<file path="src/rtl/timer_pkg.sv">
// timer_pkg
// Shared definitions for the programmable kitchen timer: state encodings,
// BCD digit limits and small binary/BCD conversion helpers used when the
// minutes value is adjusted as a whole number.
package timer_pkg;

  typedef enum logic [1:0] {
    SETTING = 2'd0,
    RUNNING = 2'd1,
    PAUSED  = 2'd2,
    BEEPING = 2'd3
  } state_t;

  // Highest value each BCD digit reaches before it wraps or borrows.
  localparam logic [3:0] SECS_LIMIT     = 4'd9;
  localparam logic [3:0] TEN_SECS_LIMIT = 4'd5;
  localparam logic [3:0] MINS_LIMIT     = 4'd9;

  // Two BCD digits (tens, ones) to a binary value 0..99.
  function automatic logic [6:0] from_bcd(input logic [3:0] tens, input logic [3:0] ones);
    return 7'(tens) * 7'd10 + 7'(ones);
  endfunction

  // Binary value 0..99 to {tens, ones} BCD digits.
  function automatic logic [7:0] to_bcd(input logic [6:0] bin);
    logic [3:0] tens;
    logic [3:0] ones;
    tens = 4'(bin / 7'd10);
    ones = 4'(bin % 7'd10);
    return {tens, ones};
  endfunction

endpackage

</file>
<file path="src/rtl/tick_gen.sv">
// tick_gen
// One-second prescaler. Counts enabled clock cycles 0..TICK_DIV-1 and
// raises tick during the cycle the count sits at TICK_DIV-1; the count then
// returns to 0 on that edge. While disabled the count holds.
// Ports:
//   CLK    - clock, posedge
//   RESET  - synchronous active-high reset, count to 0
//   clear  - synchronous clear of the count (wins over enable)
//   enable - advance the count this cycle
//   tick   - one-cycle pulse at the end of each TICK_DIV period
module tick_gen #(
  parameter int TICK_DIV = 100000000
) (
  input  logic CLK,
  input  logic RESET,
  input  logic clear,
  input  logic enable,
  output logic tick
);

  localparam int CW = (TICK_DIV > 2) ? $clog2(TICK_DIV) : 1;
  localparam logic [CW-1:0] LAST = CW'(TICK_DIV - 1);

  logic [CW-1:0] count;

  // tick is gated by enable so a held prescaler sitting at LAST cannot fire.
  assign tick = enable && (count == LAST);

  // Prescaler register: clear and reset restart the period, enable advances it.
  always_ff @(posedge CLK) begin
    if (RESET || clear) begin
      count <= '0;
    end else if (enable) begin
      count <= tick ? '0 : count + CW'(1);
    end
  end

endmodule

</file>
<file path="src/rtl/prog_timer.sv">
// prog_timer
// Programmable countdown timer / stopwatch with BCD display digits.
// Ports:
//   CLK, RESET                         - clock and synchronous active-high reset
//   s_up, s_dn, s_cancel,
//   s_start_stop, s_mode               - single-cycle debounced button pulses
//   secs, ten_secs, mins, ten_mins     - registered BCD time digits
//   count_up                           - 0 countdown, 1 stopwatch
//   state_o                            - current state encoding
//   alarm_on                           - buzzer enable
module prog_timer
  import timer_pkg::*;
#(
  parameter int TICK_DIV   = 100000000,
  parameter int MAX_MINS   = 99,
  parameter int ALARM_SECS = 30
) (
  input  logic       CLK,
  input  logic       RESET,
  input  logic       s_up,
  input  logic       s_dn,
  input  logic       s_cancel,
  input  logic       s_start_stop,
  input  logic       s_mode,
  output logic [3:0] secs,
  output logic [3:0] ten_secs,
  output logic [3:0] mins,
  output logic [3:0] ten_mins,
  output logic       count_up,
  output logic [1:0] state_o,
  output logic       alarm_on
);

  localparam logic [6:0] MAX_M = 7'(MAX_MINS);
  localparam int BW = (ALARM_SECS > 1) ? $clog2(ALARM_SECS) : 1;
  localparam logic [BW-1:0] BEEP_LAST = BW'(ALARM_SECS - 1);

  state_t        state, state_n;
  logic [3:0]    secs_n, ten_secs_n, mins_n, ten_mins_n;
  logic          count_up_n, alarm_n;
  logic [6:0]    stored_mins, stored_n;
  logic [BW-1:0] beep_cnt, beep_n;
  logic [6:0]    cur_mins;
  logic [7:0]    rst_bcd;
  logic          tick, tick_en, tick_clr;
  logic          cd_end, sw_end;

  // The prescaler runs while counting or beeping; a stop or cancel press
  // freezes it in the same cycle so no tick slips through on that edge.
  assign tick_en  = ((state == RUNNING) && !s_cancel && !s_start_stop) || (state == BEEPING);
  assign tick_clr = ((state == SETTING) && s_start_stop) || ((state != SETTING) && s_cancel);

  tick_gen #(.TICK_DIV(TICK_DIV)) u_tick_gen (
    .CLK    (CLK),
    .RESET  (RESET),
    .clear  (tick_clr),
    .enable (tick_en),
    .tick   (tick)
  );

  assign cur_mins = from_bcd(ten_mins, mins);
  assign rst_bcd  = to_bcd(count_up ? 7'd0 : stored_mins);
  assign cd_end   = (ten_mins == 4'd0) && (mins == 4'd0) && (ten_secs == 4'd0) && (secs <= 4'd1);
  assign sw_end   = (cur_mins == MAX_M) && (ten_secs == TEN_SECS_LIMIT) && (secs == SECS_LIMIT);
  assign state_o  = state;

  // Next-state and next-time logic. Everything defaults to holding; each
  // state then applies its button priority and the tick arithmetic.
  always_comb begin
    state_n    = state;
    count_up_n = count_up;
    alarm_n    = alarm_on;
    stored_n   = stored_mins;
    beep_n     = beep_cnt;
    secs_n     = secs;
    ten_secs_n = ten_secs;
    mins_n     = mins;
    ten_mins_n = ten_mins;
    case (state)
      SETTING: begin
        if (s_start_stop) begin
          if (!count_up) stored_n = cur_mins;
          state_n = RUNNING;
        end else if (s_mode) begin
          count_up_n = !count_up;
          {ten_mins_n, mins_n} = count_up ? to_bcd(stored_mins) : 8'h00;
          ten_secs_n = 4'd0;
          secs_n     = 4'd0;
        end else if (!count_up && (s_up ^ s_dn)) begin
          if (s_up) {ten_mins_n, mins_n} = to_bcd((cur_mins == MAX_M) ? 7'd1 : cur_mins + 7'd1);
          else      {ten_mins_n, mins_n} = to_bcd((cur_mins == 7'd1) ? MAX_M : cur_mins - 7'd1);
          ten_secs_n = 4'd0;
          secs_n     = 4'd0;
        end
      end
      RUNNING: begin
        if (s_cancel) begin
          {ten_mins_n, mins_n} = rst_bcd;
          ten_secs_n = 4'd0;
          secs_n     = 4'd0;
          state_n    = SETTING;
        end else if (s_start_stop) begin
          state_n = PAUSED;
        end else if (tick) begin
          if (!count_up) begin
            if (cd_end) begin
              secs_n  = 4'd0;
              alarm_n = 1'b1;
              beep_n  = '0;
              state_n = BEEPING;
            end else if (secs != 4'd0) begin
              secs_n = secs - 4'd1;
            end else begin
              secs_n = SECS_LIMIT;
              if (ten_secs != 4'd0) begin
                ten_secs_n = ten_secs - 4'd1;
              end else begin
                ten_secs_n = TEN_SECS_LIMIT;
                if (mins != 4'd0) begin
                  mins_n = mins - 4'd1;
                end else begin
                  mins_n     = MINS_LIMIT;
                  ten_mins_n = ten_mins - 4'd1;
                end
              end
            end
          end else begin
            if (sw_end) begin
              alarm_n = 1'b1;
              beep_n  = '0;
              state_n = BEEPING;
            end else if (secs != SECS_LIMIT) begin
              secs_n = secs + 4'd1;
            end else begin
              secs_n = 4'd0;
              if (ten_secs != TEN_SECS_LIMIT) begin
                ten_secs_n = ten_secs + 4'd1;
              end else begin
                ten_secs_n = 4'd0;
                if (mins != MINS_LIMIT) begin
                  mins_n = mins + 4'd1;
                end else begin
                  mins_n     = 4'd0;
                  ten_mins_n = ten_mins + 4'd1;
                end
              end
            end
          end
        end
      end
      PAUSED: begin
        if (s_cancel) begin
          {ten_mins_n, mins_n} = rst_bcd;
          ten_secs_n = 4'd0;
          secs_n     = 4'd0;
          state_n    = SETTING;
        end else if (s_start_stop) begin
          state_n = RUNNING;
        end
      end
      BEEPING: begin
        if (s_cancel || (tick && (beep_cnt == BEEP_LAST))) begin
          {ten_mins_n, mins_n} = rst_bcd;
          ten_secs_n = 4'd0;
          secs_n     = 4'd0;
          alarm_n    = 1'b0;
          beep_n     = '0;
          state_n    = SETTING;
        end else if (tick) begin
          beep_n = beep_cnt + BW'(1);
        end
      end
      default: state_n = SETTING;
    endcase
  end

  // State and output registers; reset lands on countdown mode at 01:00.
  always_ff @(posedge CLK) begin
    if (RESET) begin
      state       <= SETTING;
      count_up    <= 1'b0;
      alarm_on    <= 1'b0;
      stored_mins <= 7'd1;
      beep_cnt    <= '0;
      secs        <= 4'd0;
      ten_secs    <= 4'd0;
      mins        <= 4'd1;
      ten_mins    <= 4'd0;
    end else begin
      state       <= state_n;
      count_up    <= count_up_n;
      alarm_on    <= alarm_n;
      stored_mins <= stored_n;
      beep_cnt    <= beep_n;
      secs        <= secs_n;
      ten_secs    <= ten_secs_n;
      mins        <= mins_n;
      ten_mins    <= ten_mins_n;
    end
  end

endmodule

</file>
<file path="config.mk">
export PLATFORM = sky130hd
export DESIGN_NAME = prog_timer
export DESIGN_NICKNAME = d
export VERILOG_FILES = /design/src/rtl/timer_pkg.sv /design/src/rtl/tick_gen.sv /design/src/rtl/prog_timer.sv
export SDC_FILE = /design/constraint.sdc
export NUM_CORES = 1
export LEC_CHECK = 0
export BUFFER_PORTS_ARGS = -buffer_cell sky130_fd_sc_hd__clkbuf_2
export CELL_PAD_IN_SITES_DETAIL_PLACEMENT = 0
export CELL_PAD_IN_SITES_GLOBAL_PLACEMENT = 1
export CORE_MARGIN = 4
export CORE_UTILIZATION = 45
export CTS_CLUSTER_DIAMETER = 120
export CTS_CLUSTER_SIZE = 28
export DETAILED_ROUTE_END_ITERATION = 8
export PLACE_DENSITY = 0.87
export SYNTH_ARGS = -nofsm -noshare
export SYNTH_HDL_FRONTEND = slang
export SYNTH_SLANG_ARGS = --single-unit
</file>
<file path="constraint.sdc">
create_clock -name CLK -period 5.6 [get_ports CLK]
set_input_delay 0.28 -clock CLK [delete_from_list [all_inputs] [get_ports CLK]]
set_output_delay 0.28 -clock CLK [all_outputs]
set_load 0.02 [all_outputs]
</file>
==> key figures, run 1 <==
Status
  • Outcome: completed

Global routing
  • M1 GR Usage: 0.294
  • Largest net degree at the start of global routing: 30
  • M3 GR Usage: 0.0443
  • First-pass GRT wire length: 27.0 mm
  • Total GRT Usage: 0.224
  • GR Overflow Total: 0
  • Grt peak-use layer: met2
  • GRT met2 Usage: 0.372
  • Initial antenna violation count: 0
  • Vias in the first global route: approximately 5500

Synth
  • Synth Flop Type: dfxtp_1
  • Post-synthesis net count: 827
  • Number of synthesized flops with an enable pin: 0
  • Yosys reg bits: 59
  • Synth unique cells: 88
  • Seq/Total Area, Yosys: 0.205
  • Gate Count Post-Synth: between 700 and 800
  • Async SR Flop Fraction: 0
  • Synth warn: 0
  • Cell Area, Synth: approximately 0.0058 mm²
  • Post-Synthesis Mean Instance Area: 7.29 µm²

Placement
  • DP Worst Slack: 0.342 ns
  • Dpl hpwl: 12.0 mm
  • GPL Wtd Cong: 0.954
  • Count of input and output buffers: 26

Final layout
  • Reg area: 0.00118 mm²
  • Area of the multi-input gates: approximately 0.0043 mm²
  • Final core occ: 0.504
  • Fill cells: 1272
  • # nets final: 829
  • Area growth from synthesis to layout: 9.97%
  • Antenna diode count: 0
  • Share of cells above drive strength 1: 0.107

Pwr
  • Pwr Density: 401 mW/mm²
  • Peak supply drop: 0.000247 V
  • Pleak: between 2 and 2.5 nW

Clocking
  • Clk Latency, worst-skew pair: roughly 0.34 ns
  • Clock Tree Root: clkbuf_16
  • CTS buffer count: 9
  • CTS H-tree depth: 3
  • TritonCTS clock tree: done
  • Post-CTS Setup Bufs: 0
  • # hold bufs at CTS: 0
  • Maximum clock path buffer count: 2
  • Clock net sink count: 59
  • Clock-pin slew on the worst setup and hold paths: 0.06 ns
  • Post_cts resized: 0

Setup path
  • Kind of critical path: flop to flop
  • Crit path arrival time: approximately 5.3 ns
  • Setup crit end kind: flop
  • CP required: 5.79 ns
  • Crit path max fanout: 9
  • CP startpoint kind: flop

STA
  • Tcrit/Tclk final: 0.918
  • Final TNS setup: 0 ns
  • Final Hold Fails: 0
  • Slew Limit Headroom: 0.402
  • Final slew viol count: 0
  • Final worst slack: 0.459 ns
  • Final setup fails: 0
  • Max Clk Rate: around 190 MHz
  • Clock skew: between 0.007 and 0.008 ns
  • Worst slew pin tran: 0.897 ns
  • Unrepaired setup endpoints after global routing: false
  • Min cycle time layout: 5.14 ns

Routing
  • Routed WL: between 15 and 20 mm
  • Number of vias per cell: 6.20
  • Via count: about 6000
  • Avg WL per Cell: 16.6 µm
  • Drt drc: 0
  • Post-route antenna net violation count: 0
  • DR iter-0 viols: ~630
  • Drt pass-1 iters: 5

Floorplanning
  • Die width: 121 µm
  • Core Region: 0.0126 mm²
  • Die area: approximately 0.015 mm²
  • Die extent in y: about 120 µm
  • # IOs: 27
  • Std-Cell Rows: 41
  • Initial Util: 0.458

Job
  • Maxcap violations: 0

Min path
  • Hold Path Class: input port to flop
## worst paths after layout
path | slack, ns | depth (start not counted) | from | endpoint
worst max register to register | 0.46 | 19 | ten_mins[2] | mins[2]
worst min-delay path | 0.47 | 4 | s_start_stop | count_up
worst max-delay path | 0.46 | 19 | ten_mins[2] | mins[2]
worst min register to register | 0.48 | 2 | u_tick_gen.count[1] | u_tick_gen.count[1]
## critical path: stages, from the launching register on
cell	delay, ns
dfxtp_1	0.43
ha_1	0.19
ha_1	0.14
inv_1	0.05
fa_2	0.64
xor3_1	0.36
or3_4	0.39
a221oi_2	0.42
inv_1	0.16
a21o_1	0.24
a21oi_2	0.30
a21oi_1	0.10
nor3_1	0.27
ha_1	0.24
and2_1	0.21
o22ai_1	0.11
o32ai_1	0.30
o221ai_1	0.16
o211ai_1	0.15
a311oi_2	0.12
## flip-flops by register name (all words and copies together), names as in the netlist
| signal | cells |
|---|---|
| state_o | 2 |
| u_tick_gen.count | 27 |
| secs | 4 |
| mins | 4 |
| stored_mins | 7 |
| ten_secs | 4 |
| ten_mins | 4 |
| alarm_on | 1 |
| count_up | 1 |
| beep_cnt | 5 |
## per-layer routing
layer / up-vias / routed length [µm]
li1: 2928 / -
met1: 2853 / 7280
met2: 196 / 7650
met3: 28 / 886
met4: 0 / 316
met5: - / 0
## area by class of cell
type,count,area share
clock inverter,7,0.0196
clock buffer,9,0.0356
tap,172,0.0340
inverter,33,0.0196
timing repair buffer,33,0.0288
sequential,59,0.187
multi-input combinational,656,0.676
## cells in the mapped netlist, types with 4 or more instances
cell type / n / area (µm²)
and2_1: 7 / 43.8
or3_1: 8 / 50.1
o21a_1: 6 / 45.0
nor2b_1: 12 / 75.1
mux2i_1: 6 / 60.1
nor3b_1: 5 / 37.5
a21oi_1: 64 / 320
a31oi_1: 6 / 37.5
dfxtp_1: 59 / 1180
a211oi_1: 10 / 75.1
nor3_1: 32 / 160
xnor2_1: 21 / 184
a21o_1: 6 / 45.0
and3b_1: 4 / 35.0
o21ai_0: 39 / 195
nand2b_1: 12 / 75.1
or2_2: 6 / 37.5
nand4_1: 15 / 93.8
and3_1: 17 / 106
xor2_1: 22 / 193
nor4_1: 8 / 50.1
buf_2: 7 / 35.0
o22ai_1: 8 / 50.1
nand3_1: 30 / 150
inv_1: 33 / 124
clkbuf_1: 30 / 113
o2111ai_1: 4 / 35.0
a221oi_1: 4 / 35.0
nor2_1: 100 / 375
a211oi_2: 4 / 50.1
ha_1: 27 / 338
and4_1: 4 / 35.0
a311oi_1: 7 / 61.3
o211ai_1: 9 / 67.6
nand2_1: 59 / 221
nand3b_1: 4 / 30.0
a211o_1: 7 / 61.3
## cells by family (layout without fill, tap and decap cells)
group | count (synthesis) | in the layout | synth area share
AOI/OAI and AO/OA | 234 | 234 | 0.288
and+or+nand+nor | 336 | 336 | 0.293
muxes | 10 | 10 | 0.0182
buffers and inverters | 75 | 82 | 0.0526
adders and majority gates | 31 | 31 | 0.0708
xor gates and xnor gates | 45 | 45 | 0.0723
DFF | 59 | 59 | 0.205
## power breakdown
part	switching [W]	leakage (nW)	internal [W]
registers	0.0000580	0.479	0.000443
clock network	0.000212	0.167	0.000438
logic	0.000857	1.71	0.000530
total	0.00113	2.36	0.00141
## through the flow
step | hold WS [ns] | area [µm²] | total power (W) | cells
floorplan | 0.444 | 5760 | 0.00156 | 790
finish | 0.472 | 6330 | 0.00254 | 969
detailed placement | 0.470 | 5980 | 0.00186 | 953
global route | 0.506 | 6330 | 0.00272 | 969
global placement | 0.456 | 5980 | 0.00184 | 953
CTS | 0.457 | 6330 | 0.00252 | 969
## cells in the final DEF (no fill, tap or decap), types with 15 or more instances in the layout
cell type,synthesis,final
xor2_1,22,22
ha_1,27,27
nor3_1,32,32
nand3_1,30,30
clkbuf_2,1,26
nor2_1,100,100
and3_1,17,17
a21oi_1,64,64
nand2_1,59,59
inv_1,33,33
dfxtp_1,59,58
nand4_1,15,15
o21ai_0,39,39
xnor2_1,21,21
Note: power is estimated with default switching activity, not from simulation.
==> run 2, diff against run 1 <==
- CORE_UTILIZATION: 45 -> 42
- PLACE_DENSITY: 0.87 -> 0.86
- clock period: 5.6 -> 4.6 ns (I/O delays scaled with it)
==> key figures, run 2 (same netlist as run 1, synthesis figures left out) <==
Status
  • Outcome: complete, but fails checks (was completed)
  • Failing checks: negative setup slack

Final layout
  • Final core occ: 0.516 (was 0.504)
  • Biggest register: u_tick_gen.count (unchanged)
  • Fill cells: 1324 (was 1272)
  • Max reg flops: 27 (unchanged)
  • Reg area: 0.00119 mm² (was 0.00118 mm²)
  • # nets final: 885 (was 829)
  • Area growth from synthesis to layout: 19.5% (was 9.97%)
  • Most common cell after layout, fill and taps aside: nor2_1 (unchanged)
  • Area of the multi-input gates: 0.00444 mm² (was 0.00428 mm²)
  • Share of cells above drive strength 1: 0.195 (was 0.107)
  • Most frequent cells in the layout: 98 x nor2_1, 62 x buf_4, 60 x a21oi_1 (was 100 x nor2_1, 64 x a21oi_1, 59 x nand2_1)
  • Largest registers: u_tick_gen.count (27), stored_mins (7), beep_cnt (5) (unchanged)
  • Antenna diode count: 0 (unchanged)
  • Final Instance Count excl. Fillers: 1029 (was 969)

Setup path
  • Cell mode on critical path: buf_4 (was ha_1)
  • Kind of critical path: flop to flop (unchanged)
  • Buffers & Inverters on Critical Path: 5 (was 2)
  • Crit path cell chain: ha_1 > ha_1 > inv_1 > fa_2 > buf_6 > a21boi_0 > buf_4 > o21ai_1 > buf_4 > a221oi_4 > buf_4 > or3_4 > a211oi_4 > o21ai_2 > a21oi_2 > nor3_2 > ha_2 > and2_4 > a21oi_2 > o32ai_2 > o221ai_1 > o211ai_1 > a311oi_2 (was ha_1 > ha_1 > inv_1 > fa_2 > xor3_1 > or3_4 > a221oi_2 > inv_1 > a21o_1 > a21oi_2 > a21oi_1 > nor3_1 > ha_1 > and2_1 > o22ai_1 > o32ai_1 > o221ai_1 > o211ai_1 > a311oi_2)
  • Setup crit end kind: flop (unchanged)
  • Crit path arrival time: 4.93 ns (was 5.34 ns)
  • Crit path max fanout: 7 (was 9)
  • CP startpoint kind: flop (unchanged)
  • Crit-path leading delay family: compound AO/OA/AOI/OAI gates (unchanged)
  • CP max stage delay: 0.46 ns (was 0.64 ns)
  • Max stage delay cell, worst path: fa_2 (unchanged)
  • CP required: 4.83 ns (was 5.79 ns)

Global routing
  • First-pass GRT wire length: 28.7 mm (was 27.0 mm)
  • Vias in the first global route: 5866 (was 5549)
  • Initial antenna violation count: 0 (unchanged)
  • Total GRT Usage: 0.213 (was 0.224)
  • Largest net degree at the start of global routing: 30 (unchanged)
  • GR Overflow Total: 0 (unchanged)

Routing
  • Avg WL per Cell: 16.8 µm (was 16.6 µm)
  • Drt pass-1 iters: 6 (was 5)
  • Post-route antenna net violation count: 0 (unchanged)
  • Drt drc: 0 (unchanged)
  • DR iter-0 viols: 583 (was 632)
  • Routed WL: 17.3 mm (was 16.1 mm)
  • Number of vias per cell: 6.11 (was 6.20)
  • Via count: 6292 (was 6005)

STA
  • Final TNS setup: -0.0972 ns (was 0 ns)
  • Min cycle time layout: 4.70 ns (was 5.14 ns)
  • Final worst slack: -0.0972 ns (was 0.459 ns)
  • Max Clk Rate: 213 MHz (was 195 MHz)
  • Slew Limit Headroom: 0.378 (was 0.402)
  • Final slew viol count: 0 (unchanged)
  • Hold Slack: 0.391 ns (was 0.472 ns)
  • Clock skew: 0.00872 ns (was 0.00797 ns)
  • Tcrit/Tclk final: 1.02 (was 0.918)
  • Unrepaired setup endpoints after global routing: true (was false)
  • Worst slew pin tran: 0.926 ns (was 0.897 ns)
  • Final Hold Fails: 0 (unchanged)
  • Final setup fails: 1 (was 0)

Pwr
  • Clock share of power: 0.195 (was 0.256)
  • Pwr Density: 512 mW/mm² (was 401 mW/mm²)
  • Internal power: 0.00195 W (was 0.00141 W)
  • Sequential Power Share: 0.166 (was 0.198)
  • Switch share: 0.447 (was 0.444)
  • Psw: 0.00157 W (was 0.00113 W)
  • Overall Power: 0.00352 W (was 0.00254 W)
  • Pleak: 2.67 nW (was 2.36 nW)
  • Power share of the combinational group: 0.640 (was 0.546)
  • Peak supply drop: 0.000655 V (was 0.000247 V)

Clocking
  • Maximum clock path buffer count: 2 (unchanged)
  • TritonCTS clock tree: done (unchanged)
  • Clock net sink count: 59 (unchanged)
  • Clock-pin slew on the worst setup and hold paths: 0.06 ns (about the same)
  • Clock Tree Root: clkbuf_16 (unchanged)
  • CTS H-tree depth: 3 (unchanged)
  • Clk Latency, worst-skew pair: 0.33 ns (was 0.34 ns)
  • # hold bufs at CTS: 0 (unchanged)
  • CTS buffer count: 9 (unchanged)

Placement
  • Placed cells: 998 (was 953)
  • Count of input and output buffers: 26 (unchanged)
  • Dpl hpwl: 12.6 mm (was 12.0 mm)
  • GPL Wtd Cong: 0.902 (was 0.954)

Floorplanning
  • Core Region: 0.0133 mm² (was 0.0126 mm²)
  • Die area: 0.0157 mm² (was 0.0147 mm²)
  • Die width: 125 µm (was 121 µm)
  • Std-Cell Rows: 42 (was 41)
  • # IOs: 27 (unchanged)
  • Die extent in y: 125 µm (was 121 µm)
  • Initial Util: 0.431 (was 0.458)

Min path
  • Hold Path Class: input port to flop (unchanged)

Job
  • Maxcap violations: 0 (unchanged)
-- run 2: changes by cell type in the layout (fill, tap and decap cells not counted), moves of 3 or more --
cell | before | now
nor4_1 | 8 | 5
a21oi_2 | 2 | 6
buf_4 | 7 | 62
a21oi_1 | 64 | 60
nor4_2 | 0 | 3
-- run 2: worst paths after layout --
kind,start,endpoint,slack [ns],depth (start not counted)
worst min register to register,u_tick_gen.count[23],u_tick_gen.count[23],0.50,2
worst max register to register,ten_mins[1],mins[2],-0.1,23
worst max-delay path,ten_mins[1],mins[2],-0.1,23
worst min-delay path,s_start_stop,count_up,0.39,4
-- run 2: final cells by class --
cell class,instances,share of cell area
Clock buffer,9,0.0327
Clock inverter,7,0.0113
Inverter,33,0.0180
Multi-Input combinational cell,656,0.645
Sequential cell,59,0.173
Tap cell,176,0.0320
Timing Repair Buffer,89,0.0882
-- run 2: per-layer routing --
metal	GRT usage	vias to the layer above	routed length, µm
li1	-	3048	-
met1	0.300	3003	7970
met2	0.343	207	8050
met3	0.0320	34	923
met4	0.0542	0	312
met5	0	-	0
-- run 2: per-stage QoR --
stage,area [µm²],setup WS [ns]
final,6880,-0.0972
after global routing,6880,-0.278
after CTS,6750,0.00973
after detailed placement,6330,-0.173
after global placement,6330,0.0543
after floorplan,5800,0.0255
-- run 2: power by group through the flow --
stage / clock network, W / logic, W / registers, W
2_1_floorplan: 0 / 0.00132 / 0.000607
3_3_place_gp: 0 / 0.00192 / 0.000593
3_5_place_dp: 0 / 0.00194 / 0.000593
4_1_cts: 0.000697 / 0.00207 / 0.000582
5_1_grt: 0.000719 / 0.00245 / 0.000588
6_report: 0.000685 / 0.00225 / 0.000584
-- run 2: tightest hold or removal path: stages --
cell and delay (ns):
clkbuf_2 0.20, nor2_1 0.09, xnor2_1 0.12, nor2_1 0.04
-- run 2: repair_timing --
action,in CTS,in global routing
endpoints found under the hold margin,0,0
resized for setup,14,15
buffers inserted,9,6
pin swaps,15,13
endpoints found under the setup margin,1,4
==> run 3, diff against run 2 <==
- ABC_AREA: not set -> 1
- CORE_UTILIZATION: 42 -> 41
==> key figures, run 3 <==
Clocking
  • # hold bufs at CTS: 0 (unchanged)
  • Post_cts resized: 0 (was 14)
  • Clk Latency, worst-skew pair: 0.33 ns (about the same)
  • CTS H-tree depth: 3 (unchanged)
  • Maximum clock path buffer count: 2 (unchanged)
  • Clock net sink count: 59 (unchanged)
  • CTS buffer count: 9 (unchanged)
  • TritonCTS clock tree: done (unchanged)
  • Clock-pin slew on the worst setup and hold paths: 0.06 ns (about the same)
  • Post-CTS Setup Bufs: 0 (was 9)
  • Clock Tree Root: clkbuf_16 (unchanged)

Min path
  • Hold Path Class: input port to flop (unchanged)

STA
  • Clock skew: 0.00684 ns (was 0.00872 ns)
  • Final slew viol count: 0 (unchanged)
  • Max Clk Rate: 239 MHz (was 213 MHz)
  • Final Hold Fails: 0 (unchanged)
  • Min cycle time layout: 4.18 ns (was 4.70 ns)
  • Unrepaired setup endpoints after global routing: false (was true)
  • Worst slew pin tran: 0.705 ns (was 0.926 ns)
  • Slew Limit Headroom: 0.528 (was 0.378)
  • Final setup fails: 0 (was 1)
  • Final TNS setup: 0 ns (was -0.0972 ns)
  • Tcrit/Tclk final: 0.909 (was 1.02)

Routing
  • Post-route antenna net violation count: 0 (unchanged)
  • Drt pass-1 iters: 5 (was 6)
  • Via count: 5206 (was 6292)
  • Number of vias per cell: 5.14 (was 6.11)
  • Avg WL per Cell: 13.1 µm (was 16.8 µm)
  • Routed WL: 13.3 mm (was 17.3 mm)
  • Drt drc: 0 (unchanged)
  • DR iter-0 viols: 255 (was 583)

Setup path
  • CP required: 4.82 ns (was 4.83 ns)
  • Buffers & Inverters on Critical Path: 4 (was 5)
  • Crit path max fanout: 6 (was 7)
  • CP startpoint: ten_mins[3] (was ten_mins[1])
  • Critical path depth: 33 (was 23)
  • Setup crit end kind: flop (unchanged)
  • R2R cell count: 33 (was 23)
  • CP startpoint kind: flop (unchanged)
  • Reg2reg end: mins[1] (was mins[2])
  • Crit path arrival time: 4.40 ns (was 4.93 ns)
  • Max stage delay cell, worst path: fa_1 (was fa_2)
  • R2r startpoint: ten_mins[3] (was ten_mins[1])
  • Kind of critical path: flop to flop (unchanged)
  • R2r setup slk: 0.42 ns (was -0.1 ns)
  • Cell mode on critical path: nand2_1 (was buf_4)
  • CP max stage delay: 0.50 ns (was 0.46 ns)
  • Crit-path leading delay family: simple AND/OR/NAND/NOR gates (was compound AO/OA/AOI/OAI gates)
  • Worst Setup EP: mins[1] (was mins[2])

Global routing
  • Vias in the first global route: 4771 (was 5866)
  • GR Overflow Total: 0 (unchanged)
  • Total GRT Usage: 0.187 (was 0.213)
  • Initial antenna violation count: 0 (unchanged)
  • First-pass GRT wire length: 22.8 mm (was 28.7 mm)
  • Largest net degree at the start of global routing: 18 (was 30)

Final layout
  • Most frequent cells in the layout: 145 x nand2_1, 109 x inv_1, 66 x nor2_1 (was 98 x nor2_1, 62 x buf_4, 60 x a21oi_1)
  • Max reg flops: 27 (unchanged)
  • Antenna diode count: 0 (unchanged)
  • Biggest register: u_tick_gen.count (unchanged)
  • Final Instance Count excl. Fillers: 1013 (was 1029)
  • Area growth from synthesis to layout: 12.0% (was 19.5%)
  • # nets final: 873 (was 885)
  • Share of cells above drive strength 1: 0.177 (was 0.195)
  • Largest registers: u_tick_gen.count (27), stored_mins (7), beep_cnt (5) (unchanged)
  • Fill cells: 1378 (was 1324)
  • Most common cell after layout, fill and taps aside: nand2_1 (was nor2_1)

Synth
  • Async SR Flop Fraction: 0 (unchanged)
  • Synth unique cells: 60 (was 88)
  • Top cells by count, synth: 145 x nand2_1, 109 x inv_1, 66 x nor2_1 (was 100 x nor2_1, 64 x a21oi_1, 59 x dfxtp_1, 59 x nand2_1, 39 x o21ai_0)
  • Synth Flop Type: dfxtp_1 (unchanged)
  • Number of synthesized flops with an enable pin: 0 (unchanged)
  • Synth top area cells: dfxtp_1 22%, nand2_1 10%, inv_1 7.7% (was dfxtp_1 21%, nor2_1 6.5%, ha_1 5.9%)
  • Post-Synthesis Mean Instance Area: 6.59 µm² (was 7.29 µm²)
  • Gate Count Post-Synth: 805 (was 790)
  • Seq/Total Area, Yosys: 0.223 (was 0.205)
  • Post-synthesis net count: 842 (was 827)
  • Cell taking the most area after synthesis: dfxtp_1 (unchanged)
  • Yosys reg bits: 59 (unchanged)
  • Top cell type's share of synthesized area: 0.223 (was 0.205)
  • Cell Area, Synth: 0.00531 mm² (was 0.00576 mm²)
  • Most frequent cell after synthesis: nand2_1 (was nor2_1)
  • Synth warn: 0 (unchanged)

Placement
  • GPL Wtd Cong: 0.860 (was 0.902)
  • Count of input and output buffers: 26 (unchanged)
  • Dpl hpwl: 10.2 mm (was 12.6 mm)
  • Placed cells: 997 (was 998)

Status
  • Outcome: completed (was complete, but fails checks)

Floorplanning
  • Die area: 0.0148 mm² (was 0.0157 mm²)
  • Initial Util: 0.419 (was 0.431)
  • Die extent in y: 122 µm (was 125 µm)
  • Core Region: 0.0127 mm² (was 0.0133 mm²)
  • Die width: 122 µm (was 125 µm)
  • # IOs: 27 (unchanged)
  • Std-Cell Rows: 41 (was 42)

Pwr
  • Pleak: 2.59 nW (was 2.67 nW)
  • Pwr Density: 585 mW/mm² (was 512 mW/mm²)
  • Peak supply drop: 0.000279 V (was 0.000655 V)

Job
  • Maxcap violations: 0 (unchanged)
## run 3: cell count changes after synthesis, moves of 12 or more
cell | previous run | this run
nand2_2 | 0 | 23
nor2_1 | 100 | 66
clkbuf_1 | 30 | 6
xnor2_1 | 21 | 7
inv_1 | 33 | 109
nand3_2 | 0 | 12
nor2b_1 | 12 | 0
nand2_1 | 59 | 145
nand2b_1 | 12 | 0
nand3_1 | 30 | 59
and3_1 | 17 | 1
inv_2 | 0 | 17
## run 3: final cells by class
type	count	area (µm²)	share of cell area
repair buffers	31	168	0.0282
well taps	172	215	0.0362
flip-flops and latches	59	1180	0.199
inverters	128	480	0.0808
clock inverters	6	66.3	0.0112
multi-input cells	607	3600	0.606
clock buffers	10	229	0.0385
## run 3: stage by stage
| step | utilization | hold WS, ns | area, µm² | total power, W | setup WS (ns) |
|---|---|---|---|---|---|
| after floorplan | - | 0.386 | 5310 | 0.00237 | 0.676 |
| after global placement | 0.445 | 0.462 | 5640 | 0.00277 | 0.426 |
| after detailed placement | 0.445 | 0.465 | 5640 | 0.00279 | 0.305 |
| after CTS | 0.469 | 0.262 | 5940 | 0.00347 | 0.272 |
| after global routing | 0.469 | 0.310 | 5940 | 0.00381 | 0.00833 |
| final | 0.469 | 0.274 | 5940 | 0.00348 | 0.417 |
## run 3: how the worst min path moves through the flow
stage,to,start,depth (start not counted),slack [ns]
detailed placement,u_tick_gen.count[26],u_tick_gen.count[26],2,0.47
finish,count_up,s_start_stop,3,0.27
global route,count_up,s_start_stop,3,0.31
floorplan,stored_mins[4],RESET,3,0.39
CTS,count_up,s_start_stop,3,0.26
global placement,u_tick_gen.count[23],u_tick_gen.count[23],2,0.46
## run 3: worst register-to-register path: cells and delay by family (launching register included)
kind,cells,cell delay [ns]
AO/OA/AOI/OAI,1,0.05
adder cells (fa/ha/maj),4,1.13
buffers and inverters,4,0.22
flip-flops,1,0.39
AND/OR/NAND/NOR,24,2.26
## run 3: report_power, final
part	switching [W]	total (W)	internal, W
Combinational	0.00143	0.00218	0.000748
Clock	0.000252	0.000671	0.000419
Sequential	0.0000683	0.000627	0.000559
## run 3: cells by family (layout without fill, tap and decap cells)
group / Yosys count / count (layout) / share of synthesized area
flip-flops: 59 / 59 / 0.223
AND/OR/NAND/NOR: 390 / 390 / 0.372
buffers and inverters: 139 / 175 / 0.0997
XOR/XNOR: 23 / 23 / 0.0408
multiplexers: 1 / 1 / 0.00212
adder cells (fa/ha/maj): 30 / 30 / 0.0750
AO/OA/AOI/OAI: 163 / 163 / 0.188
## run 3: routing by layer
metal,vias up,GRT usage,part of all wire
met5,-,0,0
met4,0,0.0448,0.010
met3,14,0.0316,0.035
met2,82,0.299,0.46
met1,2359,0.262,0.49
li1,2751,-,-
